`config.mk`:
```
export PLATFORM = sky130hd
export DESIGN_NAME = serial_frame_tx
export DESIGN_NICKNAME = d
export VERILOG_FILES = /design/src/rtl/serial_frame_pkg.sv /design/src/rtl/tx_bit_counter.sv /design/src/rtl/serial_frame_tx.sv
export SDC_FILE = /design/constraint.sdc
export NUM_CORES = 1
export LEC_CHECK = 0
export ABC_CLOCK_PERIOD_IN_PS = 2500
export CAP_MARGIN = 20
export CORE_AREA = 2 2 58 44
export CTS_CLUSTER_DIAMETER = 40
export DETAILED_ROUTE_END_ITERATION = 8
export DIE_AREA = 0 0 60 46
export PLACE_DENSITY_LB_ADDON = 0.15
export SLEW_MARGIN = 10
export SYNTH_ARGS = -nofsm -noshare
export SYNTH_HDL_FRONTEND = slang
export SYNTH_SLANG_ARGS = --single-unit
```
`constraint.sdc`:
```
create_clock -name clk -period 2.5 [get_ports clk]
set_clock_uncertainty 0.2 [all_clocks]
set_input_delay 0.25 -clock clk [delete_from_list [all_inputs] [get_ports clk]]
set_output_delay 0.25 -clock clk [all_outputs]
set_load 0.1 [all_outputs]
```
`src/rtl/serial_frame_pkg.sv`:
```
// Shared types and line levels for the framed serial transmitter.
// The state type and the two fixed sout levels used by serial_frame_tx.
package serial_frame_pkg;

  typedef enum logic [1:0] {
    IDLE  = 2'd0,
    START = 2'd1,
    DATA  = 2'd2,
    STOP  = 2'd3
  } state_t;

  localparam logic SOUT_IDLE  = 1'b1;
  localparam logic SOUT_START = 1'b0;

endpackage

```
`src/rtl/tx_bit_counter.sv`:
```
// Data-bit counter for serial_frame_tx.
// Flags the last data bit of a frame; sized to $clog2(WIDTH) bits.
module tx_bit_counter
  import serial_frame_pkg::*;
#(
  parameter int WIDTH = 8
) (
  input  logic clk,
  input  logic rst,
  input  logic clear,
  input  logic enable,
  output logic last
);

  localparam int CW = $clog2(WIDTH);
  localparam logic [CW-1:0] LAST_CNT = CW'(WIDTH - 1);

  logic [CW-1:0] cnt;

  always_ff @(posedge clk or posedge rst) begin
    if (rst) begin
      cnt <= '0;
    end else if (clear) begin
      cnt <= '0;
    end else if (enable) begin
      cnt <= cnt + CW'(1);
    end
  end

  assign last = (cnt == LAST_CNT);

endmodule

```
`src/rtl/serial_frame_tx.sv`:
```
// Parallel-in, serial-out framed transmitter: start bit, WIDTH data bits, stop bit.
// Accepts a word on a valid/ready handshake; drives registered sout and its complement.
module serial_frame_tx
  import serial_frame_pkg::*;
#(
  parameter int WIDTH     = 8,
  parameter bit LSB_FIRST = 1'b1
) (
  input  logic             clk,
  input  logic             rst,
  input  logic [WIDTH-1:0] din,
  input  logic             load_valid,
  output logic             load_ready,
  output logic             sout,
  output logic             sout_n,
  output logic             busy,
  output logic             done
);

  state_t           state;
  logic [WIDTH-1:0] sr;
  logic             sout_q;
  logic             done_q;
  logic             last;
  logic             accept;

  function automatic logic head_bit(input logic [WIDTH-1:0] v);
    return LSB_FIRST ? v[0] : v[WIDTH-1];
  endfunction

  function automatic logic [WIDTH-1:0] shift_out(input logic [WIDTH-1:0] v);
    return LSB_FIRST ? (v >> 1) : (v << 1);
  endfunction

  assign load_ready = (state == IDLE);
  assign accept     = load_valid && load_ready;
  assign busy       = (state != IDLE);
  assign sout       = sout_q;
  assign sout_n     = ~sout_q;
  assign done       = done_q;

  // Counter sits at zero outside DATA, so it is already cleared on entry.
  tx_bit_counter #(
    .WIDTH(WIDTH)
  ) u_cnt (
    .clk   (clk),
    .rst   (rst),
    .clear (state != DATA),
    .enable((state == DATA) && !last),
    .last  (last)
  );

  always_ff @(posedge clk or posedge rst) begin
    if (rst) begin
      state  <= IDLE;
      sr     <= '0;
      sout_q <= SOUT_IDLE;
      done_q <= 1'b0;
    end else begin
      done_q <= 1'b0;
      case (state)
        IDLE: begin
          if (accept) begin
            state  <= START;
            sr     <= din;
            sout_q <= SOUT_START;
          end
        end
        START: begin
          state  <= DATA;
          sout_q <= head_bit(sr);
          sr     <= shift_out(sr);
        end
        DATA: begin
          // sout is registered one bit ahead: the last data bit is already on the line.
          if (last) begin
            state  <= STOP;
            sout_q <= SOUT_IDLE;
          end else begin
            sout_q <= head_bit(sr);
            sr     <= shift_out(sr);
          end
        end
        STOP: begin
          state  <= IDLE;
          sout_q <= SOUT_IDLE;
          done_q <= 1'b1;
        end
        default: begin
          state  <= IDLE;
          sout_q <= SOUT_IDLE;
        end
      endcase
    end
  end

endmodule

```
# Yosys cells after proc, flatten, opt, wreduce, memory -nomap -nowiden
# Index checks and enable logic that the tools add are counted.
# classes
add_sub_neg,1
eq_ne,8
muxes,12
bitwise,1
reduce_logical,9
# ops
op,count
$pmux W8 S3,1
$mux W8,2
$pmux W2 S4,1
$mux W3,2
$ne A2 B2 Y1 const B,3
$eq A2 B2 Y1 const B,2
$mux W2,2
$pmux W1 S4,1
$reduce_bool A2 Y1,2
$add A3 B1 Y3 const B,1
$eq A3 B3 Y1 const B,1
$mux W1,3
$reduce_and A3 Y1,1
$reduce_bool A3 Y1,1
$eq A2 B1 Y1 const B,1
$logic_and A1 B1 Y1,2
$logic_not A2 Y1,1
$ne A2 B1 Y1 const B,1
$reduce_and A2 Y1,1
$logic_not A1 Y1,1
$not A1 Y1,1
# word_totals
regBits,15

# Longest topological paths before layout
# logic_depth
ltp_word,5
depth_mapped,6
ltp_nobuf,5

# By module
# From an unflattened synthesis, not the netlist that was laid out.
# unflattened
hier_cells,63
hier_area_um2,830.8
# modules_own_cells
module,instances,cells_per_inst,area_per_inst_um2
serial_frame_tx,1,51,686.9
tx_bit_counter,1,12,143.9

# Worst setup path after synthesis
# No wires, ideal clock.
# synth_timing
kind,flip-flop to flip-flop
start,register state[0]
end,register sr[0]
setup_time_ps,125
arrival_ps,2197
t_required_ps,2175
slack_ps,-23
path_stages_with_launch,7
n_path_buf,1
synth_period_minus_slack_ps,2523
path_cell_list,dfrtp_1 > inv_1 > ha_1 > nor2b_4 > a211o_1 > buf_6 > mux2_4
# synth_via
elab_chain_cells,4
word_cells_on_any_way,9
cone_classes,eq/ne (4); mux (1); reduce/logical (4)
# synth_lines
item,line,text
"start, declared",serial_frame_tx.sv:20,state_t state;
"start signal, assigned",serial_frame_tx.sv:55,state <= IDLE;
"start signal, assigned",serial_frame_tx.sv:64,state <= START;
"start signal, assigned",serial_frame_tx.sv:70,state <= DATA;
$logic_not A2 Y1 *,serial_frame_tx.sv:35,assign load_ready = (state == IDLE);
net load_ready,serial_frame_tx.sv:13,"output logic load_ready,"
$logic_and A1 B1 Y1,serial_frame_tx.sv:36,assign accept = load_valid && load_ready;
$ne A2 B1 Y1 (no line),-,
$reduce_and A3 Y1 (no line),-,
"end signal, assigned",serial_frame_tx.sv:65,sr <= din;
"end signal, assigned",serial_frame_tx.sv:72,sr <= shift_out(sr);
"end signal, assigned",serial_frame_tx.sv:81,sr <= shift_out(sr);
"end, declared",serial_frame_tx.sv:21,logic [WIDTH-1:0] sr;
# The timed path passes the listed nets; every way through them passes the cells marked *.
# A chain may end at the register's enable or synchronous reset.

# Worst setup path in the final report
# layout_timing
start,register u_cnt.cnt[0]
end,register sr[6]
# layout_via
elab_chain_cells,3
# layout_lines
item,line,text
"start, declared",tx_bit_counter.sv:18,logic [CW-1:0] cnt;
"start signal, assigned",tx_bit_counter.sv:26,cnt <= cnt + CW'(1);
$eq A3 B3 Y1,tx_bit_counter.sv:30,assign last = (cnt == LAST_CNT);
$ne A2 B2 Y1 (no line),-,
$reduce_and A3 Y1 (no line),-,
# Every way passes these cells.

==> impl_metrics.csv <==
group,metric,value,unit
floorplan,pin_count,16,
floorplan,chipWidth,60,um
route,drc_errors,0,
worst_setup_path,cp_max_fo,8,
worst_setup_path,critPathKind,"flop to flop",
flow_run,drv_cap,0,
clock_network,ctsHtreeMaxLevel,1,
global_route,grt_overflow,0,
clock_network,cts_sinks,15,
global_route,grt_usage,0.1139,
yosys,yosys.cell_count.top_type,"dfrtp_1",
floorplan,dieArea,2760,um^2
route,vias,482,
route,dr.pass1.iters,3,
worst_hold_path,min_path_type,"input pin to async pin",
clock_network,clock-root-buffer,"clkbuf_4",
run_status,outcome,"finished clean",
route,viasPerCell,4.304,
timing,max_slew_margin,0.6290,
clock_network,cts_hold_buf,0,
yosys,ys_ff_latch,15,
yosys,synth_compound_area_frac,0.04948,
worst_setup_path,cp_data_required_time,2480,ps
worst_setup_path,end_kind,"flop",
finish,fin_cells,112,
place,dpl.hpwl,975.9,um
finish,fin_area,1025,um^2
clock_network,cts_resized,0,
yosys,ys_types,21,
place,postPlaceCellArea,997.2,um^2
yosys,synth_area,834.6,um^2
timing,fmax,0.4898,GHz
global_route,grt_max_degree,16,
global_route,grt_pass1_vias,490,
timing,hold_viol,0,
finish,seqCellArea,376.6,um^2
yosys,synthSimpleGateAreaFrac,0.05697,
finish,multi_input_area,417.9,um^2
route,wl,1300,um
yosys,synth_top_cell_area_share,0.4198,
yosys,synth_cells,62,
route,drtAntennaViolNets,0,
worst_setup_path,setup.worst_path.start_class,"flop",
yosys,synthAdderAreaFrac,0.1049,
yosys,avgSynthCellArea,13.46,um^2
yosys,synthesis.nets,80,
finish,fin_nets,97,
global_route,antenna_found_initial,0,
finish,fillers,217,
clock_network,clk_path_buf_depth,2,
floorplan,core,2271,um^2
timing,rsz0062_at_grt,"false",
timing,setup_viol,0,
floorplan,fp.dieH,46,um
route,wire_per_inst,11.61,um
yosys,yosysTopAreaCell,"dfrtp_1",
yosys,yosysSeqAreaShare,0.4513,
place,io_buffers,15,
clock_network,clk_pin_slew,90,ps
route,drtIter0Drc,13,
worst_setup_path,crit_arrival,2020,ps
finish,layout-drive-gt1-share,0.3718,
yosys,synth_edf_count,0,
yosys,netlist_top_cells_area,"dfrtp_1 (42%), mux2_4 (14%), mux2_2 (11%)",
clock_network,post-cts-setup-buffer-count,0,
place,routabilityCongestion,0.6802,
global_route,grt_pass1_wl,2187,um
yosys,synth_mux_area_frac,0.2759,
floorplan,row_count,15,
finish,antenna_cells,0,
yosys,ys.warnings.count,0,
timing,slew_viol_final,0,
timing,period_share,0.8166,
floorplan,start_util,0.3675,
finish,syn2layout_area_growth,22.79,%
clock_network,cts_buffers,3,
clock_network,cts_tree,"done",
yosys,synth_top_family_by_area,"multiplexers",
place,dp.cells,108,
timing,worstMarginPinSlew,555.9,ps
yosys,ys.flop_type,"dfrtp_1",
clock_network,clk_latency,290,ps
timing,min_period,2042,ps
timing,tns,0,ps
yosys,synth_xor_area_frac,0.01049,
yosys,synth_commonest_cells,"dfrtp_1 (14), mux2_2 (8), mux2_4 (8)",
yosys,async_flop_share,1.000,
[layer usage]
layer	wire length, um	track usage	up-vias
li1	-	-	245
met3	79	0.05114	4
met2	531	0.1804	12
met1	666	0.1379	221
met4	23	0.04000	0
met5	0	0	-
[cell families after synthesis]
logic type | after synthesis
multiplexers | 18
AO/OA/AOI/OAI | 5
buffers and inverters | 9
XOR/XNOR | 1
AND/OR/NAND/NOR | 7
adder cells (fa/ha/maj) | 7
flip-flops | 15
[path summary, 6_finish.rpt]
path,from,endpoint,slack (ps),depth (start not counted)
worst min register to register,sout$_DFFE_PP1P_,sout$_DFFE_PP1P_,290,2
min in group clk,sout$_DFFE_PP1P_,sout$_DFFE_PP1P_,290,2
worst max-delay path,u_cnt.cnt[0]$_DFFE_PP0P_,sr[6]$_DFFE_PP0P_,460,4
max in group asynchronous,rst,state[0]$_DFFE_PP0P_,1630,2
worst min-delay path,rst,sr[1]$_DFFE_PP0P_,100,2
worst max register to register,u_cnt.cnt[0]$_DFFE_PP0P_,sr[6]$_DFFE_PP0P_,460,4
[sequential cells by signal, indices dropped and copies added (netlist names)]
signal	cells
u_cnt.cnt	3
done	1
sr	8
state	2
sout	1
[final cells by class]
cell class              instances  share of cell area
clock buffers                   3             0.02198
clock inverters                 1            0.004884
inverters                       6             0.02198
multi-input cells              38              0.4078
flip-flops and latches         15              0.3675
well taps                      34             0.04151
repair buffers                 15              0.1343
[through the flow]
step | utilization | hold slack (ps) | setup slack (ps)
detailed placement | 0.4391 | 277.9 | 470.0
CTS | 0.4512 | 122.6 | 436.4
floorplan | - | -49.24 | 316.7
global route | 0.4512 | 163.7 | 371.7
global placement | 0.4391 | 274.2 | 499.0
finish | 0.4512 | 99.32 | 458.4
[placed cells by master, fill, tap and decap left out]
master	synthesis	layout
buf_4	0	5
inv_1	6	6
nor2b_4	1	1
ha_1	7	6
mux2i_1	2	2
nor2b_1	3	3
a21oi_1	1	1
dfstp_2	1	1
a211o_1	1	1
clkinv_2	0	1
nor3_1	1	1
o32a_2	1	1
o41ai_1	1	1
mux2_4	8	8
mux2_2	8	8
a211oi_1	1	1
and2_1	1	1
clkbuf_4	0	3
ha_2	0	1
xnor2_1	1	1
dfrtp_1	14	14
nand2_1	1	1
clkdlybuf4s50_1	0	10
[worst max-delay path, cell delays in order (launching register included)]
cell	delay [ps]
dfrtp_1	410
ha_1	200
ha_1	280
a211o_1	480
mux2_4	360
Power is not shown: default switching activity piles up to over one toggle a cycle in this logic, so the estimate is an artifact.
==> RTL edit 1 (same flow settings) <==
`WIDTH` is set to 8 in 2 places; all go to 16.
--- a/src/rtl/tx_bit_counter.sv
+++ b/src/rtl/tx_bit_counter.sv
@@ -5,3 +5,3 @@
 #(
-  parameter int WIDTH = 8
+  parameter int WIDTH = 16
 ) (
--- a/src/rtl/serial_frame_tx.sv
+++ b/src/rtl/serial_frame_tx.sv
@@ -5,3 +5,3 @@
 #(
-  parameter int WIDTH     = 8,
+  parameter int WIDTH     = 16,
   parameter bit LSB_FIRST = 1'b1
Ports: changed (resized din); port bits go from 16 to 24. No check against the original RTL was run, so the function may have changed too.
==> RTL edit 1 against the original RTL <==
Final area rose by 49%. Wire length rose by 55%. Area after synthesis rose by 49%. First-iteration DRC count fell by 7.7%. Hold slack got worse by 0.029 ns. Critical path depth rose by 2. Via count rose by 61%. Worst setup slack got worse by 0.071 ns. Sequential cell count rose by 9. Synthesized cell count rose by 52%.
==> RTL edit 1: results (changes against the original RTL) <==
| Metric | Value |
|---|---|
| Fraction of layout cells with a size suffix above 1 | `0.392 (was 0.372)` |
| Biggest regs | `sr: 16 flops, u_cnt.cnt: 4 flops, state: 2 flops (was sr: 8 flops, u_cnt.cnt: 3 flops, state: 2 flops)` |
| PortBufs | `23 (was 15)` |
| H-Tree Depth | `1 (unchanged)` |
| Setup Fix Bufs, Post-CTS | `0 (unchanged)` |
| Clock transition at path regs | `0.13 ns (was 0.09 ns)` |
| Area contributors post-synth | `dfrtp_1 46%, mux2_2 29%, ha_1 7.0% (was dfrtp_1 42%, mux2_4 14%, mux2_2 11%)` |
| GRT Resource Usage Total | `0.171 (was 0.114)` |
| Vias in the first global route | `767 (was 490)` |
| R2R depth | `6 (was 4)` |
| Net Sw Power | `0.000916 W` |
| LEAKAGE | `0.667 nW` |
| Compound-Gate Fraction of Synth Area | `0.0593 (was 0.0495)` |
| RR Startpoint | `state[0] (was u_cnt.cnt[0])` |
| FILL cells | `194 (was 217)` |
| Largest net degree at the start of global routing | `25 (was 16)` |
| Setup slack, reg-to-reg | `0.39 ns (was 0.46 ns)` |
| Critical Path Slowest Stage Cell | `dfrtp_1 (was a211o_1)` |
| Crit path DAT | `2.12 ns (was 2.02 ns)` |
| Least-Margin Pin Slew | `0.428 ns (was 0.556 ns)` |
| Placement Cell Area | `1500 um^2 (was 997 um^2)` |
| Outcome | `completed (unchanged)` |
| Post-synthesis mux area share | `0.297 (was 0.276)` |
| Xor/xnor share of the synthesized area | `0.00704 (was 0.0105)` |
| Via density per instance | `5.05 (was 4.30)` |
| Syn nets | `120 (was 80)` |
| Unique cell type count in the Yosys netlist | `25 (was 21)` |
| First-pass GRT wire length | `3.37 mm (was 2.19 mm)` |
| Iteration-0 DRC Markers | `12 (was 13)` |
| Clock Latency Late Sink | `0.31 ns (was 0.29 ns)` |
| Largest stage delay, worst path | `0.44 ns (was 0.48 ns)` |
| Crit path max fanout | `16 (was 8)` |
| Worst hold path class | `in -> async (unchanged)` |
| Grt ovf | `0 (unchanged)` |
| Routed WL | `2.02 mm (was 1.30 mm)` |
| Cts bufs inserted | `3 (unchanged)` |
| Post-DP HPWL | `1.47 mm (was 976 um)` |
| FF-to-FF End | `sr[11] (was sr[6])` |
| Synth Area in Adders | `0.0704 (was 0.105)` |
| Maximum VDD drop | `approximately 840 uV` |
| DR pass1 iterations | `4 (was 3)` |
| Nets | `147 (was 97)` |
| Register area share after synthesis | `0.483 (was 0.451)` |
| RD Place Congestion | `0.749 (was 0.680)` |
| Synth top cells by count | `32 x mux2_2, 23 x dfrtp_1, 7 x ha_1, 7 x inv_1 (was 14 x dfrtp_1, 8 x mux2_2, 8 x mux2_4)` |
-- RTL edit 1: routing by layer --
metal	wire [um]	GRT usage	vias up
met5	0	0	-
met4	21	0.0400	0
met3	130	0.0597	2
met2	904	0.274	22
met1	963	0.226	373
li1	-	-	381
-- RTL edit 1: kinds of logic after synthesis --
family,Yosys count
compound gates,9
mux,33
xor+xnor,1
buf+inv,10
simple gates,10
fa+ha+maj,7
flops,24
-- RTL edit 1: area by class of cell --
| type | instances | area (um^2) | share of cell area |
|---|---|---|---|
| inverters | 7 | 26.3 | 0.0172 |
| well taps | 34 | 42.5 | 0.0278 |
| flip-flops and latches | 24 | 602 | 0.394 |
| repair buffers | 25 | 233 | 0.152 |
| multi-input cells | 60 | 599 | 0.392 |
| clock buffers | 4 | 26.3 | 0.0172 |
-- RTL edit 1: worst max-delay path: cells and delay by family (launching register included) --
kind	cells	cell delay, ns
adders and majority gates	1	0.21
DFF	1	0.44
muxes	1	0.37
AOI/OAI and AO/OA	1	0.21
buffers and inverters	2	0.37
and+or+nand+nor	1	0.20
-- RTL edit 1: how the worst max path moves through the flow --
stage	to	slack, ns	cells after the start	start
floorplan	sr[0]	0.19	6	state[0]
global placement	sr[15]	0.44	6	state[0]
detailed placement	sr[11]	0.41	6	state[0]
CTS	sr[11]	0.38	6	state[0]
global route	sr[11]	0.26	6	state[0]
finish	sr[11]	0.39	6	state[0]
-- RTL edit 1: power groups by stage --
stage | combinational, W | sequential [W] | clock [W]
floorplan | 0.00106 | 0.000773 | 0
global placement | 0.00134 | 0.000682 | 0
detailed placement | 0.00138 | 0.000691 | 0
CTS | 0.00139 | 0.000684 | 0.000182
global route | 0.00148 | 0.000713 | 0.000199
finish | 0.00136 | 0.000685 | 0.000175
-- RTL edit 1: per-stage QoR --
| step | power, W | std cells | hold WS (ns) | setup slack [ns] | utilization |
|---|---|---|---|---|---|
| 5_1_grt | 0.00239 | 154 | 0.0740 | 0.260 | 0.673 |
| 6_report | 0.00222 | 154 | 0.0707 | 0.388 | 0.673 |
| 3_3_place_gp | 0.00202 | 150 | 0.269 | 0.438 | 0.662 |
| 3_5_place_dp | 0.00207 | 150 | 0.276 | 0.407 | 0.662 |
| 4_1_cts | 0.00225 | 154 | 0.0778 | 0.377 | 0.673 |
| 2_1_floorplan | 0.00184 | 94 | 0.0639 | 0.190 | - |
==> RTL edit 2 (same settings) <==
Made on the original files. Reset style: synchronous (`rst`), changed in 2 clocked blocks.
--- a/src/rtl/tx_bit_counter.sv
+++ b/src/rtl/tx_bit_counter.sv
@@ -19,3 +19,3 @@
 
-  always_ff @(posedge clk or posedge rst) begin
+  always_ff @(posedge clk) begin
     if (rst) begin
--- a/src/rtl/serial_frame_tx.sv
+++ b/src/rtl/serial_frame_tx.sv
@@ -52,3 +52,3 @@
 
-  always_ff @(posedge clk or posedge rst) begin
+  always_ff @(posedge clk) begin
     if (rst) begin
Check against the original RTL: differs if rst is asserted again (counterexample within 4 cycles, from zero or initial values and one cycle with rst high); with rst held inactive, the same outputs for 10 cycles.
==> RTL edit 2 against the original RTL <==
Die area did not move. Worst setup slack improved by 0.012 ns. Sequential share of layout area fell by 6.4 points. Critical path depth rose by 1. Wire length rose by 21%. Final area fell by 3.3%. Sequential cell count did not move. Area after synthesis fell by 3.4%. Non-clock buffer count rose by 1. Final cell count rose by 14%. First-iteration DRC count fell by 38%. Critical path type unchanged.
==> RTL edit 2: results (changes against the original RTL) <==
| Metric | Value |
|---|---|
| Via count | `590 (was 482)` |
| Dpl ws | `0.479 ns (was 0.470 ns)` |
| Outcome | `completed (unchanged)` |
| RD Place Congestion | `0.689 (was 0.680)` |
| H-Tree Depth | `1 (unchanged)` |
| Syn nets | `97 (was 80)` |
| Iteration-0 DRC Markers | `8 (was 13)` |
| Slew headroom | `0.568 (was 0.629)` |
| Resized Gates After CTS | `0 (unchanged)` |
| Synth async-reset ratio | `0 (was 1.00)` |
| Synth warnings | `0 (unchanged)` |
| FILL cells | `215 (was 217)` |
| Nets | `113 (was 97)` |
| Initial antenna violation count | `0 (unchanged)` |
| Worst hold path class | `reg -> reg (was in -> async)` |
| Setup Fix Bufs, Post-CTS | `0 (unchanged)` |
| Antenna diodes | `0 (unchanged)` |
| GRT Resource Usage Total | `0.129 (was 0.114)` |
| CTS max path bufs | `2 (unchanged)` |
| Biggest regs | `sr: 8 flops, u_cnt.cnt: 3 flops, state: 2 flops (unchanged)` |
| Clock transition at path regs | `0.09 ns (about the same)` |
| First-pass GRT wire length | `2.55 mm (was 2.19 mm)` |
| Vias in the first global route | `557 (was 490)` |
| Register area share after synthesis | `0.373 (was 0.451)` |
| Fraction of layout cells with a size suffix above 1 | `0.202 (was 0.372)` |
| Cts bufs inserted | `3 (unchanged)` |
| Post-DP HPWL | `1.15 mm (was 976 um)` |
| DR pass1 iterations | `6 (was 3)` |
| Synth top cells by count | `15 x dfxtp_1, 10 x a21oi_1, 9 x mux2i_1 (was 14 x dfrtp_1, 8 x mux2_2, 8 x mux2_4)` |
| PortBufs | `15 (unchanged)` |
| Clock Latency Late Sink | `0.28 ns` |
| Unique cell type count in the Yosys netlist | `23 (was 21)` |
| Crit path max fanout | `10 (was 8)` |
| Internal Power | `0.000671 W` |
| Crit path DAT | `1.98 ns (was 2.02 ns)` |
| Maximum VDD drop | `650 uV` |
| Largest net degree at the start of global routing | `15 (was 16)` |
| WL/cell | `12.3 um (was 11.6 um)` |
| Root buffer cell | `clkbuf_4 (unchanged)` |
| Area contributors post-synth | `dfxtp_1 37%, mux2i_1 11%, a211oi_2 11% (was dfrtp_1 42%, mux2_4 14%, mux2_2 11%)` |
| LEAKAGE | `0.398 nW` |
[RTL edit 2: per-layer routing]
| metal | GRT usage | vias up | part of all wire |
|---|---|---|---|
| met4 | 0.0400 | 0 | 0.0064 |
| met2 | 0.183 | 16 | 0.41 |
| met5 | 0 | - | 0 |
| met3 | 0.0540 | 2 | 0.066 |
| li1 | - | 309 | - |
| met1 | 0.176 | 263 | 0.52 |
[RTL edit 2: stage by stage]
step / area (um^2) / util / cells / total power (W)
6_report: 991 / 0.436 / 128 / 0.00137
5_1_grt: 991 / 0.436 / 128 / 0.00146
4_1_cts: 991 / 0.436 / 128 / 0.00138
3_5_place_dp: 963 / 0.424 / 124 / 0.00124
3_3_place_gp: 963 / 0.424 / 124 / 0.00124
2_1_floorplan: 806 / - / 79 / 0.00110
[RTL edit 2: area by class of cell]
cell class	instances	share of cell area
inverters	4	0.0152
clock buffers	3	0.0227
well taps	34	0.0429
multi-input cells	55	0.465
repair buffers	16	0.146
clock inverters	1	0.00505
flip-flops and latches	15	0.303
[RTL edit 2: power by group through the flow]
| stage | Clock [W] | Combinational (W) | Sequential (W) |
|---|---|---|---|
| 2_1_floorplan | 0 | 0.000684 | 0.000413 |
| 3_3_place_gp | 0 | 0.000859 | 0.000382 |
| 3_5_place_dp | 0 | 0.000854 | 0.000381 |
| 4_1_cts | 0.000143 | 0.000858 | 0.000376 |
| 5_1_grt | 0.000154 | 0.000920 | 0.000387 |
| 6_report | 0.000139 | 0.000851 | 0.000376 |
[RTL edit 2: logic make-up after synthesis]
group	Yosys count	synth area share
mux	9	0.112
fa+ha+maj	7	0.109
compound gates	21	0.227
flops	15	0.373
xor+xnor	1	0.0109
simple gates	17	0.113
buf+inv	9	0.0559
[RTL edit 2: final timing paths]
kind | start | to | slack, ns | cells after the start
setup / recovery | u_cnt.cnt[0] | sr[2] | 0.47 | 5
hold / removal | sr[7] | sr[7] | 0.28 | 2
setup reg to reg | u_cnt.cnt[0] | sr[2] | 0.47 | 5
hold reg to reg | sr[7] | sr[7] | 0.28 | 2
[RTL edit 2: worst max-delay path: stages (launching register included)]
cell and delay, ns:
dfxtp_1 0.33, ha_1 0.20, ha_1 0.29, a21oi_4 0.30, and2_1 0.44, a211oi_2 0.12
